## config.mk

```make
export PLATFORM = sky130hd
export DESIGN_NAME = aer_rate_encoder
export DESIGN_NICKNAME = d
export VERILOG_FILES = /design/src/rtl/snn_aer_pkg.sv /design/src/rtl/aer_sync_fifo.sv /design/src/rtl/aer_rate_encoder.sv
export SDC_FILE = /design/constraint.sdc
export NUM_CORES = 1
export LEC_CHECK = 0
export BUFFER_PORTS_ARGS = -buffer_cell sky130_fd_sc_hd__buf_4
export CAP_MARGIN = 20
export CELL_PAD_IN_SITES_DETAIL_PLACEMENT = 1
export CELL_PAD_IN_SITES_GLOBAL_PLACEMENT = 1
export CORE_UTILIZATION = 35
export DETAILED_ROUTE_END_ITERATION = 10
export PLACE_DENSITY = 0.63
export SYNTH_ARGS = -nofsm -noshare
export SYNTH_HDL_FRONTEND = slang
export SYNTH_SLANG_ARGS = --single-unit
export TNS_END_PERCENT = 1
```

## constraint.sdc

```tcl
create_clock -name clk -period 11.4 [get_ports clk]
set_input_delay 0.57 -clock clk [delete_from_list [all_inputs] [get_ports clk]]
set_output_delay 0.57 -clock clk [all_outputs]
set_load 0.02 [all_outputs]
```

## src/rtl/snn_aer_pkg.sv

```systemverilog
// Shared constants, event type and address-width helper for the AER spike encoder.
package snn_aer_pkg;

    localparam int DEF_ACTIVE_PERIOD = 5;
    localparam int DEF_QUIET_PERIOD  = 100;
    localparam int AER_ADDR_MAX_W    = 6;

    typedef struct packed {
        logic [AER_ADDR_MAX_W-1:0] addr;
    } aer_event_t;

    function automatic int aer_addr_w(input int n_pix);
        return (n_pix <= 2) ? 1 : $clog2(n_pix);
    endfunction

endpackage

```

## src/rtl/aer_sync_fifo.sv

```systemverilog
// Synchronous event FIFO with an occupancy counter; the head reads as zero while empty.
module aer_sync_fifo #(
    parameter int WIDTH = 2,
    parameter int DEPTH = 4
) (
    input  logic                       clk,
    input  logic                       rst_n,
    input  logic                       wr_en,
    input  logic [WIDTH-1:0]           wr_data,
    input  logic                       rd_en,
    output logic [WIDTH-1:0]           rd_data,
    output logic                       empty,
    output logic                       full,
    output logic [$clog2(DEPTH+1)-1:0] level
);
    localparam int PTR_W = $clog2(DEPTH);
    localparam int LVL_W = $clog2(DEPTH + 1);

    logic [WIDTH-1:0] mem [DEPTH];
    logic [PTR_W-1:0] wr_ptr;
    logic [PTR_W-1:0] rd_ptr;
    logic [LVL_W-1:0] count;
    logic             push;
    logic             pop;

    assign empty   = (count == '0);
    assign full    = (count == LVL_W'(DEPTH));
    assign push    = wr_en && (!full || rd_en);
    assign pop     = rd_en && !empty;
    assign level   = count;
    assign rd_data = empty ? '0 : mem[rd_ptr];

    always_ff @(posedge clk) begin
        if (!rst_n) begin
            wr_ptr <= '0;
            rd_ptr <= '0;
            count  <= '0;
        end else begin
            if (push) wr_ptr <= wr_ptr + PTR_W'(1);
            if (pop)  rd_ptr <= rd_ptr + PTR_W'(1);
            case ({push, pop})
                2'b10:   count <= count + LVL_W'(1);
                2'b01:   count <= count - LVL_W'(1);
                default: count <= count;
            endcase
        end
    end

    always_ff @(posedge clk) begin
        if (push) mem[wr_ptr] <= wr_data;
    end

endmodule

```

## src/rtl/aer_rate_encoder.sv

```systemverilog
// Rate-codes a binary pixel pattern into per-pixel spike trains and serialises them as AER events.
module aer_rate_encoder
    import snn_aer_pkg::*;
#(
    parameter int N_PIX         = 4,
    parameter int ADDR_W        = aer_addr_w(N_PIX),
    parameter int PERIOD_W      = 8,
    parameter int ACTIVE_PERIOD = DEF_ACTIVE_PERIOD,
    parameter int QUIET_PERIOD  = DEF_QUIET_PERIOD,
    parameter int FIFO_DEPTH    = 4,
    parameter int CNT_W         = 16
) (
    input  logic                            clk,
    input  logic                            rst_n,
    input  logic                            enable,
    input  logic [N_PIX-1:0]                pixel,
    output logic [N_PIX-1:0]                spike_out,
    output logic [ADDR_W-1:0]               aer_addr,
    output logic                            aer_valid,
    input  logic                            aer_ready,
    output logic [$clog2(FIFO_DEPTH+1)-1:0] fifo_level,
    output logic [CNT_W-1:0]                drop_count
);
    localparam logic [PERIOD_W-1:0] ACTIVE_LAST = PERIOD_W'(ACTIVE_PERIOD - 1);
    localparam logic [PERIOD_W-1:0] QUIET_LAST  = PERIOD_W'(QUIET_PERIOD - 1);
    localparam bit                  QUIET_NEVER = (QUIET_PERIOD == 0);

    function automatic logic [6:0] popcount(input logic [N_PIX-1:0] v);
        logic [6:0] n;
        n = '0;
        for (int i = 0; i < N_PIX; i++) n = n + 7'(v[i]);
        return n;
    endfunction

    function automatic logic [CNT_W-1:0] sat_add(input logic [CNT_W-1:0] a, input logic [6:0] b);
        logic [CNT_W+7:0] s;
        s = {8'd0, a} + (CNT_W+8)'(b);
        return (|s[CNT_W+7:CNT_W]) ? '1 : s[CNT_W-1:0];
    endfunction

    logic [PERIOD_W-1:0] cnt_p0  [N_PIX];
    logic [PERIOD_W-1:0] cnt_nxt [N_PIX];
    logic [PERIOD_W-1:0] cur;
    logic [PERIOD_W-1:0] last;
    logic [N_PIX-1:0]    pix_prev_p0;
    logic [N_PIX-1:0]    spike_p0;
    logic [N_PIX-1:0]    spike_nxt;

    logic [N_PIX-1:0]    pend_p1;
    logic [N_PIX-1:0]    grant;
    logic [ADDR_W-1:0]   rr_ptr_p1;
    logic [ADDR_W-1:0]   addr_p1;
    logic                vld_p1;
    logic [CNT_W-1:0]    drop_p1;

    logic                fifo_empty;
    logic                fifo_full;
    logic                pop;

    // Stage p0: per-pixel period counters; a pixel change restarts its phase in the same cycle
    always_comb begin
        cur       = '0;
        last      = '0;
        spike_nxt = '0;
        for (int i = 0; i < N_PIX; i++) begin
            cnt_nxt[i] = '0;
            cur  = (pixel[i] != pix_prev_p0[i]) ? '0 : cnt_p0[i];
            last = pixel[i] ? ACTIVE_LAST : QUIET_LAST;
            if (enable && (pixel[i] || !QUIET_NEVER)) begin
                if (cur == last) spike_nxt[i] = 1'b1;
                else             cnt_nxt[i]   = cur + PERIOD_W'(1);
            end
        end
    end

    always_ff @(posedge clk) begin
        if (!rst_n) begin
            pix_prev_p0 <= '0;
            spike_p0    <= '0;
            for (int i = 0; i < N_PIX; i++) cnt_p0[i] <= '0;
        end else begin
            pix_prev_p0 <= pixel;
            spike_p0    <= spike_nxt;
            for (int i = 0; i < N_PIX; i++) cnt_p0[i] <= cnt_nxt[i];
        end
    end

    assign spike_out = spike_p0;

    // Stage p1: pending bits and round-robin grant into the FIFO
    assign pop       = aer_ready && !fifo_empty;
    assign aer_valid = !fifo_empty;

    always_comb begin
        vld_p1  = 1'b0;
        addr_p1 = '0;
        if (!fifo_full || pop) begin
            for (int k = 0; k < N_PIX; k++) begin
                if (!vld_p1 && pend_p1[(int'(rr_ptr_p1) + k) % N_PIX]) begin
                    vld_p1  = 1'b1;
                    addr_p1 = ADDR_W'((int'(rr_ptr_p1) + k) % N_PIX);
                end
            end
        end
        grant = vld_p1 ? (N_PIX'(1) << addr_p1) : '0;
    end

    always_ff @(posedge clk) begin
        if (!rst_n) begin
            pend_p1   <= '0;
            rr_ptr_p1 <= '0;
            drop_p1   <= '0;
        end else begin
            pend_p1 <= (pend_p1 & ~grant) | spike_p0;
            drop_p1 <= sat_add(drop_p1, popcount(spike_p0 & pend_p1 & ~grant));
            if (vld_p1)
                rr_ptr_p1 <= (addr_p1 == ADDR_W'(N_PIX - 1)) ? '0 : addr_p1 + ADDR_W'(1);
        end
    end

    assign drop_count = drop_p1;

    aer_sync_fifo #(
        .WIDTH(ADDR_W),
        .DEPTH(FIFO_DEPTH)
    ) u_fifo (
        .clk    (clk),
        .rst_n  (rst_n),
        .wr_en  (vld_p1),
        .wr_data(addr_p1),
        .rd_en  (pop),
        .rd_data(aer_addr),
        .empty  (fifo_empty),
        .full   (fifo_full),
        .level  (fifo_level)
    );

endmodule

```

# == After elaboration in Yosys (flattened, before gate mapping) ==
# Memories as Yosys holds them, arrays and structs flattened. A register that Yosys moved wholly into a read port is not among the register bits.
# Index checks and enable logic that the tools add are counted.
# totals
register_bits,37
ram_bits,40
inputBits,8
elab_cells,133
mem_count,2
# op_classes
add_sub_neg,16
order_cmp,4
eq_ne,12
shift,1
muxes,59
bitwise_logic,12
reduce_logical,19
# memory_table
name,depth,width,rd,rd_ports_with_merged_regs,wr,line,text
cnt_p0,4,8,4,0,4,aer_rate_encoder.sv:41,logic [PERIOD_W-1:0] cnt_p0 [N_PIX];
u_fifo.mem,4,2,1,1,1,aer_sync_fifo.sv:19,logic [WIDTH-1:0] mem [DEPTH];
# ops
op,count
8-bit 2-to-1 mux,16
8-bit by 1-bit adder with 8-bit output (second input constant),4
8-bit by 7-bit == test with 1-bit output,4
7-bit 2-to-1 mux,4
1-bit 2-to-1 mux,23
2-bit 2-to-1 mux,9
16-bit by 4-bit adder with 17-bit output,1
16-bit 2-to-1 mux,1
4-bit bitwise AND,3
3-bit by 4-bit < comparator with 1-bit output (second input constant),3
2-bit by 1-bit adder with 2-bit output (second input constant),4
1-bit binary-select mux with 2-bit select,4
8-bit OR reduction,1
1-bit logical AND,6
3-bit case mux with 2 select lines,1
2-bit OR reduction,3
1-bit zero test,5
2-bit adder (second input constant),2
3-bit by 1-bit adder with 4-bit output,1
2-bit == test (second input constant),2
4-bit 2-to-1 mux,1
1-bit inequality test,4
4-bit NOT,1
1-bit bitwise OR,4
14 further kinds,16

# == Depth between registers and ports, before layout ==
# logic_depth
word_depth,27
mapped_depth,15

# == Hierarchy ==
# A second synthesis with hierarchy kept.
# unflattened
cells_unflattened,399
area_unflattened_um2,3846.2
# by_module_without_submodules
mod,instances,cells_per_inst,area_each_um2,seq_area_each_um2
aer_rate_encoder,1,333,3049.2,1241.2
aer_sync_fifo,1,66,797.0,420.4

# == Worst setup path after synthesis ==
# Ideal clock, no wire load.
# synth_timing
path_type,input-to-reg
start,input port aer_ready
end,register drop_p1[13] (netlist: drop_count[13])
setup_ns,0.077
arrival_ns,3.630
setup_slack_ns,7.694
stages,15
cell_sequence,or4b_4 > o21ai_0 > a21o_1 > ha_1 > a21boi_0 > nand2_1 > fa_1 > fa_1 > inv_1 > fa_1 > nand4_1 > nor4_2 > nand2_1 > buf_2 > a31oi_1
# synth_via
elab_chain_cells,13
word_cells_on_any_way,14
classes_between,add/sub (4); shift (1); mux (4); bitwise (2); reduce/logical (3)
# synth_lines
item,line,text
"start, declared",aer_rate_encoder.sv:20,"input logic aer_ready,"
1-bit logical AND *,aer_rate_encoder.sv:91,assign pop = aer_ready && !fifo_empty;
1-bit logical OR *,aer_rate_encoder.sv:97,if (!fifo_full || pop) begin
2-bit 2-to-1 mux,aer_rate_encoder.sv:97,
1-bit by 2-bit << shifter with 4-bit output,aer_rate_encoder.sv:105,grant = vld_p1 ? (N_PIX'(1) << addr_p1) : '0;
4-bit 2-to-1 mux *,aer_rate_encoder.sv:105,
4-bit NOT *,aer_rate_encoder.sv:115,"drop_p1 <= sat_add(drop_p1, popcount(spike_p0 & pend_p1 & ~grant));"
4-bit bitwise AND *,aer_rate_encoder.sv:115,
1-bit by 1-bit adder with 2-bit output,aer_rate_encoder.sv:31,for (int i = 0; i < N_PIX; i++) n = n + 7'(v[i]);
2-bit by 1-bit adder with 3-bit output,aer_rate_encoder.sv:31,
3-bit by 1-bit adder with 4-bit output *,aer_rate_encoder.sv:31,
16-bit by 4-bit adder with 17-bit output *,aer_rate_encoder.sv:37,"s = {8'd0, a} + (CNT_W+8)'(b);"
8-bit OR reduction,aer_rate_encoder.sv:38,return (|s[CNT_W+7:CNT_W]) ? '1 : s[CNT_W-1:0];
16-bit 2-to-1 mux *,aer_rate_encoder.sv:38,
"end signal, assigned",aer_rate_encoder.sv:115,
"end, declared",aer_rate_encoder.sv:54,logic [CNT_W-1:0] drop_p1;
# Mark *: on every way between the ends. The rest lies on a longest branch, timed or not.
# A chain may end at the register's enable or synchronous reset.

# == Final worst setup path ==
# layout_timing
start,register pend_p1[0]
end,register drop_p1[0] (netlist: drop_count[0])
# layout_via
elab_chain_cells,26
word_cells_on_any_way,41
classes_between,add/sub (4); shift (1); mux (26); bitwise (3); reduce/logical (7)
# layout_lines
item,line,text
"start, declared",aer_rate_encoder.sv:49,logic [N_PIX-1:0] pend_p1;
"start signal, assigned",aer_rate_encoder.sv:114,pend_p1 <= (pend_p1 & ~grant) | spike_p0;
1-bit binary-select mux with 2-bit select,aer_rate_encoder.sv:99,if (!vld_p1 && pend_p1[(int'(rr_ptr_p1) + k) % N_PIX]) begin
1-bit 2-to-1 mux (not written as such),aer_rate_encoder.sv:99,
1-bit 2-to-1 mux,aer_rate_encoder.sv:99,
1-bit 2-to-1 mux,aer_rate_encoder.sv:97,
1-bit zero test,aer_rate_encoder.sv:99,
1-bit logical AND,aer_rate_encoder.sv:99,
1-bit 2-to-1 mux,aer_rate_encoder.sv:99,
1-bit 2-to-1 mux,aer_rate_encoder.sv:97,
[... 10 more ...],-,
4-bit NOT,aer_rate_encoder.sv:115,
4-bit bitwise AND *,aer_rate_encoder.sv:115,
1-bit by 1-bit adder with 2-bit output,aer_rate_encoder.sv:31,
2-bit by 1-bit adder with 3-bit output,aer_rate_encoder.sv:31,
3-bit by 1-bit adder with 4-bit output *,aer_rate_encoder.sv:31,
16-bit by 4-bit adder with 17-bit output *,aer_rate_encoder.sv:37,
8-bit OR reduction,aer_rate_encoder.sv:38,
16-bit 2-to-1 mux *,aer_rate_encoder.sv:38,
# Mark *: on every way between the ends. The rest lies on a longest branch, timed or not. The select of a mux whose other input is x is not followed.

==> flow_summary.yaml <==
logic_synthesis:
  synth-compound-area-share_pct: 11.50
  yosysMostFrequentCell: "dfxtp_1"
  synth_top_area_share_pct: 37.98
  synth_commonest_cells: "dfxtp_1 (71), nor2_1 (33), nor3_1 (25)"
  synth_area_mm2: 0.003742
  synth_area_leaders: "dfxtp_1 (38%), edfxtp_1 (6.4%), xor2_1 (5.4%), ha_1 (4.0%), xnor2_1 (4.0%)"
  synthMuxAreaShare_pct: 1.204
  synth_top_area_cell: "dfxtp_1"
  synthFlopType: "dfxtp_1"
  synth_adder_area_share_pct: 6.152
  ys_types: 54
  ys_warn_count: 0
  synth-simple-area-share_pct: 25.24
  synthXorXnorAreaFrac_pct: 9.361
  syn_nets: 410
  synth_top_family_by_area: "simple AND/OR/NAND/NOR gates"
  synth_edf_count: 8
  netlist_instances: 386
  ys_seq_area_share_pct: 44.40
  ys_async_sr_fraction_pct: 0
  syn_avg_cell_area_um2: 9.695
  yosys_register_bits: 79
pwr:
  cellLeakagePower_nw: 1.581
  powerDensity_mw_per_mm2: 117.4
  p_switching_w: 0.0001153
  p_comb_share_pct: 3.0
  pwr-share-seq_pct: 55.7
  swShare_pct: 22.64
  internal_power_w: 0.0003939
  irDropWorstVdd_v: 0.00007506
  pwr-share-clk_pct: 41.3
route:
  routedWlPerCell_um: 14.42
  num_vias: 2865
  vias_per_cell: 5.062
  drc: 0
  drt-pass1-iter-count: 4
  drtIter0Drc: 76
  wl_um: 8164
  ant_nets: 0
global_routing:
  grt_start_max_net_pins: 28
  use_met2_pct: 26.22
  antenna_found_initial: 0
  grtUsageMet3_pct: 5.195
  grt-ovfl-total: 0
  busiest_layer: "met2"
  grt_pass1_vias: 2859
  met1_usage_pct: 20.56
  grt_pass1_wl_um: 14190
  grt_use_total_pct: 16.37
floorplanning:
  coreArea_mm2: 0.01032
  num_rows: 37
  dieHeight_um: 105.4
  boundaryPins: 34
  die_w_um: 105.4
  dieArea_mm2: 0.01111
  start_util_pct: 36.25
sta:
  worst_pin_slew_ns: 0.8998
  layout_min_cycle_time_ns: 4.262
  setup_viol_count_final: 0
  rsz0062_at_grt: "false"
  skew_ns: 0.009115
  fin_crit_sh_pct: 37.38
  slew_violations: 0
  fmax_mhz: 234.7
  finalHoldViolCount: 0
  finalWorstSetupSlack_ns: 7.138
  finalSetupTns_ns: 0
  slew_headroom_pct: 39.65
finish:
  finalNonFillerCells: 566
  fill_cells: 1209
  seq_area_mm2: 0.001662
  nets: 449
  multi_input_area_mm2: 0.002001
  drive_above_1_share_pct: 14.88
  syn_to_final_growth_pct: 15.91
  diodes: 0
setup_path:
  cp_cell_sequence: "nor2b_1 -> or3_1 -> a21o_1 -> ha_1 -> a21boi_0 -> nand2_1 -> fa_1 -> fa_1 -> inv_1 -> fa_1 -> nand4_1 -> nor4_2 -> nand2_1 -> a21oi_1"
  critPathMaxStageDelay_ns: 0.49
  setup.worst_path.class: "flop to flop"
  crit_path_frequent_cell: "fa_1"
  critPathArrivalTime_ns: 4.53
  cp_num_buf_inv: 1
  required_ns: 11.67
  crit_family: "simple AND/OR/NAND/NOR gates"
  cp-start-kind: "flop"
  end_kind: "flop"
  worstPathMaxFanout: 12
  cp_slowest_cell: "fa_1"
clock_tree:
  cts_root_buf: "clkbuf_8"
  ctsLongestPathBuffers: 2
  clock_latency_ns: 0.36
  cts_made_buffers: 9
  ctsHoldBuffers: 0
  h-tree-depth: 3
  clock_sinks: 79
  cts_resized: 0
  cts_setup_buffers: 0
  cts.clk_slew.worst_paths_ns: 0.08
  cts_tree: "built"
placement:
  post-place-cells: 550
  dp_slack_ns: 7.014
  hpwl_um: 6006
  place.gp.congestion: 0.7821
  io_buffers: 33
run_status:
  status: "complete, no violations"
hold_path:
  hold_path_class: "input pin to flop"
run:
  maxCapViolCount: 0
## layer usage
metal | share of wire [%] | routed length [µm]
met3 | 3.7 | 301
met2 | 47 | 3807
met1 | 48 | 3920
met4 | 1.6 | 134
met5 | 0 | 0
## per-stage QoR
stage                     cell area [µm²]  hold slack (ns)  util [%]   power, W
final                                4338           0.4404     42.02  0.0005092
after global routing                 4338           0.4255     42.02  0.0005314
after CTS                            4338           0.4191     42.02  0.0005198
after detailed placement             4140           0.4991     40.10  0.0003059
after global placement               4140           0.4833     40.10  0.0003054
after floorplan                      3742           0.4674         -  0.0002989
## placed cells by master, fill, tap and decap left out, types with 2 or more instances in the layout
master,Yosys,layout
o211ai_1,3,3
nand4b_1,2,2
edfxtp_1,8,8
a21oi_2,3,3
fa_1,4,4
nand3_1,21,21
o31a_1,4,4
xor2_1,23,23
inv_1,15,15
ha_1,12,12
and3_1,9,9
nor3_1,25,25
o2111ai_4,2,2
and2_1,23,23
xnor2_1,17,17
and4_1,2,2
mux4_2,2,2
nor2b_1,7,7
dfxtp_1,71,71
nand4_1,6,6
o21ai_0,6,6
buf_4,0,33
nor2_1,33,33
nor3b_1,3,3
or4_1,4,4
clkbuf_8,0,10
nand2_1,21,21
a21oi_1,21,21
nor4b_1,3,3
clkinvlp_4,0,2
a21boi_0,2,2
o21bai_1,2,2
or3_1,5,5
## worst reg2reg max path: stages, from the launching register on
cell and delay, ns:
dfxtp_1 0.36, nor2b_1 0.15, or3_1 0.37, a21o_1 0.22, ha_1 0.21, a21boi_0 0.24, nand2_1 0.12, fa_1 0.49
fa_1 0.46, inv_1 0.09, fa_1 0.24, nand4_1 0.18, nor4_2 0.38, nand2_1 0.41, a21oi_1 0.25
## worst paths after layout
check	startpoint	endpoint	slack (ns)	depth (start not counted)
max	pend_p1[0]	drop_count[0]	7.14	14
min	pixel[3]	pix_prev_p0[3]	0.44	2
max reg2reg	pend_p1[0]	drop_count[0]	7.14	14
min reg2reg	rr_ptr_p1[1]	rr_ptr_p1[1]	0.51	2
## logic make-up after synthesis
kind of cell             Yosys count
multiplexers                       2
adder cells (fa/ha/maj)           16
XOR/XNOR                          40
AND/OR/NAND/NOR                  173
flip-flops                        79
buffers and inverters             21
AO/OA/AOI/OAI                     55
## final cells by class
type	instances	area share [%]
Sequential cell	79	38.30
Tap cell	136	3.923
Inverter	16	1.384
Multi-Input combinational cell	286	46.12
Clock buffer	11	3.259
Clock inverter	5	1.298
Timing Repair Buffer	33	5.711
## state kept, by name, indices dropped and copies added (netlist names), named ones only
name	cells
cnt_p0	32
drop_count	16
pend_p1	4
pix_prev_p0	4
rr_ptr_p1	2
spike_out	4
u_fifo.level	3
u_fifo.mem	8
u_fifo.rd_ptr	2
u_fifo.wr_ptr	2
## power groups by stage
stage	sequential (W)	clock, W	combinational (W)
floorplan	0.000290	0	0.00000931
detailed placement	0.000290	0	0.0000156
finish	0.000284	0.000210	0.0000153
CTS	0.000284	0.000220	0.0000157
global route	0.000284	0.000230	0.0000174
global placement	0.000290	0	0.0000153
Power figures use the tool's default switching activity.
